`config.mk`:
```
export PLATFORM = sky130hd
export DESIGN_NAME = reg_file_32x16
export DESIGN_NICKNAME = d
export VERILOG_FILES = /design/src/rtl/reg_file_32x16.sv
export SDC_FILE = /design/constraint.sdc
export NUM_CORES = 1
export LEC_CHECK = 0
export BUFFER_PORTS_ARGS = -buffer_cell sky130_fd_sc_hd__buf_2
export CORE_MARGIN = 2
export CORE_UTILIZATION = 55
export DETAILED_ROUTE_END_ITERATION = 10
export PLACE_DENSITY = 0.77
export SLEW_MARGIN = 20
export SYNTH_ARGS = -nofsm -noshare
export SYNTH_HDL_FRONTEND = slang
export SYNTH_SLANG_ARGS = --single-unit
export TNS_END_PERCENT = 1
```
`constraint.sdc`:
```
create_clock -name clk -period 40.1 [get_ports clk]
set_input_delay 10.025 -clock clk [delete_from_list [all_inputs] [get_ports clk]]
set_output_delay 10.025 -clock clk [all_outputs]
set_load 0.01 [all_outputs]
```
`src/rtl/reg_file_32x16.sv`:
```
// rtl/reg_file_32x16.sv - 32 x 16-bit register file, two combinational reads, one synchronous write
//
// Ports:
//   clk   in   1       clock; writes take effect on the rising edge
//   rst   in   1       asynchronous active-high reset; clears every register
//   Ra    in   ADDR_W  read port A address
//   Rb    in   ADDR_W  read port B address
//   Rw    in   ADDR_W  write port address
//   WrEn  in   1       write enable; busW is stored into R[Rw] at the next rising clk
//   busW  in   DATA_W  write data
//   busA  out  DATA_W  R[Ra], combinational
//   busB  out  DATA_W  R[Rb], combinational
module reg_file_32x16 #(
  parameter int DATA_W = 16,
  parameter int ADDR_W = 5
) (
  input  logic              clk,
  input  logic              rst,
  input  logic [ADDR_W-1:0] Ra,
  input  logic [ADDR_W-1:0] Rb,
  input  logic [ADDR_W-1:0] Rw,
  input  logic              WrEn,
  input  logic [DATA_W-1:0] busW,
  output logic [DATA_W-1:0] busA,
  output logic [DATA_W-1:0] busB
);

  localparam int DEPTH = 1 << ADDR_W;

  logic [DATA_W-1:0] regs_q [DEPTH];
  logic [DATA_W-1:0] regs_d [DEPTH];

  // Next-state: only the addressed register changes, and only when enabled.
  always_comb begin
    regs_d = regs_q;
    if (WrEn) begin
      regs_d[Rw] = busW;
    end
  end

  // Reset has priority over the clock, so writes presented while rst is
  // high are dropped and the array stays cleared.
  always_ff @(posedge clk or posedge rst) begin
    if (rst) begin
      for (int i = 0; i < DEPTH; i++) begin
        regs_q[i] <= '0;
      end
    end else begin
      regs_q <= regs_d;
    end
  end

  // Reads come straight from the stored state: no write-through bypass, so a
  // same-address read shows the old value until the edge commits the write.
  assign busA = regs_q[Ra];
  assign busB = regs_q[Rb];

endmodule

```
# Word-level counts from Yosys, hierarchy flattened
# Index checks and enable logic that the tools add are counted.
dict set report op_classes {
  addsub 0
  mul 0
  div 0
  magnitude_cmp 4
  eq_ne 0
  shifts 0
  n_mux 9
  n_bitwise 3
  reduce_logical 1
}
# operator count
set ops {}
lappend ops {{bitwise mux 512 bit} 1}
lappend ops {{binary-select mux 16 bit (select 5 bit)} 2}
lappend ops {{demux 16 bit (select 5 bit)} 1}
lappend ops {{two-way mux 16 bit} 5}
lappend ops {{>= comparator 6 bit, second input constant} 3}
lappend ops {{inverter 5 -> 6 bit} 3}
lappend ops {{< comparator 6 x 1 -> 1 bit, second input constant} 1}
lappend ops {{logical AND 1 bit} 1}
dict set report totals {
  reg_bits 512
  latchBits 0
  mem_bits_rw 0
  romBits 0
  input_bits 34
  out_inout_bits 32
  word_cells 49
  n_memories 0
}

# Depth between registers and ports, before layout
dict set report logic_depth {
  word_depth 6
  mapped_depth 8
  depth_no_buf 5
}

# Worst setup path after synthesis
# No wires, ideal clock.
dict set report synth_timing {
  kind {input to output}
  start {input port Ra[1]}
  end {output port busA[1]}
  t_arrival_ns 11.209
  t_required_ns 30.075
  path_slack_ns 18.866
  stages 8
  n_path_buf 4
  path_cell_list {buf_2 buf_6 buf_4 buf_2 mux2i_1 nand2_1 a31oi_1 nand3_1}
}
dict set report synth_via {
  elab_chain_len 4
}
# item line
set synth_rtl {}
lappend synth_rtl {{from (decl)} 19} ;# input logic [ADDR_W-1:0] Ra,
lappend synth_rtl {{inverter 5 -> 6 bit (implied by the code)} 55} ;# assign busA = regs_q[Ra];
lappend synth_rtl {{binary-select mux 16 bit (select 5 bit)} 55}
lappend synth_rtl {{two-way mux 16 bit (implied by the code) (2 in series)} 55}
lappend synth_rtl {{to (decl)} 24} ;# output logic [DATA_W-1:0] busA,
# Every way passes these cells. The select of a mux whose other input is x is not followed.

# Worst setup path in the final report
dict set report layout_timing {
  start {input port Rb[1]}
  end {output port busB[3]}
}
dict set report layout_via {
  elab_chain_len 4
}
# item line
set layout_rtl {}
lappend layout_rtl {{from (decl)} 20} ;# input logic [ADDR_W-1:0] Rb,
lappend layout_rtl {{inverter 5 -> 6 bit (implied by the code)} 56} ;# assign busB = regs_q[Rb];
lappend layout_rtl {{binary-select mux 16 bit (select 5 bit)} 56}
lappend layout_rtl {{two-way mux 16 bit (implied by the code) (2 in series)} 56}
lappend layout_rtl {{to (decl)} 25} ;# output logic [DATA_W-1:0] busB
# Every way passes these cells. The select of a mux whose other input is x is not followed.

==> flow_summary.ini <==
[setup_path]
worstPathMaxFanout = 96
worstPathCellList = buf_8, buf_4, buf_4, mux2i_1, a22o_1, nor3_1, a31oi_1, nand3_1, buf_2
crit_slowest_cell = buf_4
cp_common_cell = buf_4
worstPathArrival_ps = 13980
max_stage_delay_ps = 930
crit_required_ps = 30080
start_kind = input port
path_class = input port to output port
endpoint_kind = output port
path_delay_family = buffers and inverters
worst-path-buf-inv = 4

[power_and_ir_drop]
ir_worst_vdd_uv = 37.6
finalPower_mw = 1.50
p_leak_nw = 14.6
power-per-cell-area_nw_per_um2 = 49.0

[sta]
setup_violations = 0
slew_headroom = 0.224
period_minus_slack_ps = 24000
rsz0062_at_grt = no
hold_viol = 0
tightest_slew_ps = 1160
slew_violations = 0
whs_ps = 528
timing.final.crit_share = 0.599
max_freq_mhz = 41.7
setup_tns_ps = 0
clock_skew_ps = 0

[clocking]
insertion_delay_ps = 620
clk_pin_slew_ps = 50
cts_tree = done
cts_buffers = 54
cts_buffer_depth = 3
cts-resized-gates = 0
htreeDepth = 2
cts_setup_buffers = 0
ctsHoldBuffers = 0
clock-sinks = 512
cts_root_buffer = clkbuf_16

[routing]
drc = 0
wirelength_microns = 81800
first_pass_iters = 6
drt-vias-per-instance = 6.85
wire_per_inst_microns = 27.8
postRouteAntennaNets = 0
drtIter0Drc = 1827
vias = 20200

[cells_and_area]
final_area_sq_um = 30700
area_growth_pct = 6.81
largest_reg_flops = 512
fin_nets = 2263
fill_cells = 4081
drive_gt1_frac = 0.326
diodes = 0
top_register = regs_q
instances_no_fill = 2947
layout_common_cells = mux2i_1 (512), dfrtp_1 (512), mux2_2 (470), a22oi_1 (128)
reg_top3 = regs_q (512)

[yosys]
synthDistinctLibCells = 38
synthCells = 2300
synthFlopType = dfrtp_1
yosysWarnings = 0
ys_seq_elements = 512
postSynth.asyncResetShare = 1.00
synth_nets = 2334
ys_seq_area_frac = 0.446
avgSynthCellArea_sq_um = 12.5
synth-edff-count = 0
synth_area_sq_um = 28700

[placement]
numPortBuffers = 65
placed_cells = 2852
place_area_sq_um = 28900
gp_congestion = 0.836
hpwl_microns = 45200

[floorplanning]
die_w_microns = 233
std_cell_rows = 83
die_height_microns = 233
io_pins = 66
start_util = 0.558
dieArea_sq_um = 54100
core_area_sq_um = 51500

[global_routing]
antenna_found_initial = 1
grt_pass1_vias = 20500
grt_pass1_wl_microns = 124000
grt_use_total = 0.302
gr-total-overflow = 0
grt_max_degree = 148

[min_path]
hp-class = register to register

[run_status]
status = finished, final reports clean

[run]
maxCapViolCount = 0
Yosys cell counts, types with 39 or more instances:
library cell  count  area [sq um]
clkbuf_1         92           345
a22oi_1         128           961
mux2i_1         512          5120
buf_2            53           265
dfrtp_1         512         12800
a22o_1           64           561
mux2_4           40           601
a21oi_1          64           320
mux2_2          470          5290
nand3_1          65           325
buf_4            39           293
nand2_1          65           244
metal layers:
layer,global-route usage,share of wire,up-vias
li1,-,-,8434
met2,0.481,0.46,957
met5,0,0,-
met4,0.147,0.045,0
met3,0.0451,0.075,264
met1,0.405,0.42,10500
cells by family (layout without fill, tap and decap cells):
group / Yosys count / count (layout) / synth area share
buffers and inverters: 221 / 188 / 0.0449
multiplexers: 1024 / 1024 / 0.384
AND/OR/NAND/NOR: 255 / 255 / 0.0534
flip-flops: 512 / 512 / 0.446
AO/OA/AOI/OAI: 288 / 288 / 0.0711
report_power, final:
group	leakage, nW	switching [mW]	total [mW]	internal (mW)
Clock	0.867	0.211	0.502	0.291
Sequential	6.55	0.0800	0.698	0.618
Combinational	7.19	0.144	0.303	0.159
worst paths after layout:
check / slack, ps / cells after the start / from / to
setup reg to reg: 39290 / 1 / regs_q[385] / regs_q[385]
max in group asynchronous: 27290 / 5 / rst / regs_q[503]
hold reg to reg: 530 / 1 / regs_q[47] / regs_q[47]
hold / removal: 530 / 1 / regs_q[47] / regs_q[47]
setup / recovery: 16100 / 9 / Rb[1] / busB[3]
min in group asynchronous: 9550 / 2 / rst / regs_q[297]
through the flow:
stage / utilization / setup slack (ps)
2_1_floorplan: - / 15780
3_3_place_gp: 0.561 / 16200
3_5_place_dp: 0.561 / 16150
4_1_cts: 0.595 / 16140
5_1_grt: 0.596 / 16040
6_report: 0.596 / 16100
layout make-up:
cell class | instances | area, sq um | area share
clock inverters | 16 | 165 | 0.00538
inverters | 1 | 16.3 | 0.000530
clock buffers | 78 | 1580 | 0.0516
flip-flops and latches | 512 | 12800 | 0.418
multi-input cells | 1567 | 14700 | 0.478
repair buffers | 93 | 579 | 0.0189
well taps | 680 | 851 | 0.0277
Note: power is estimated with default switching activity, not from simulation.
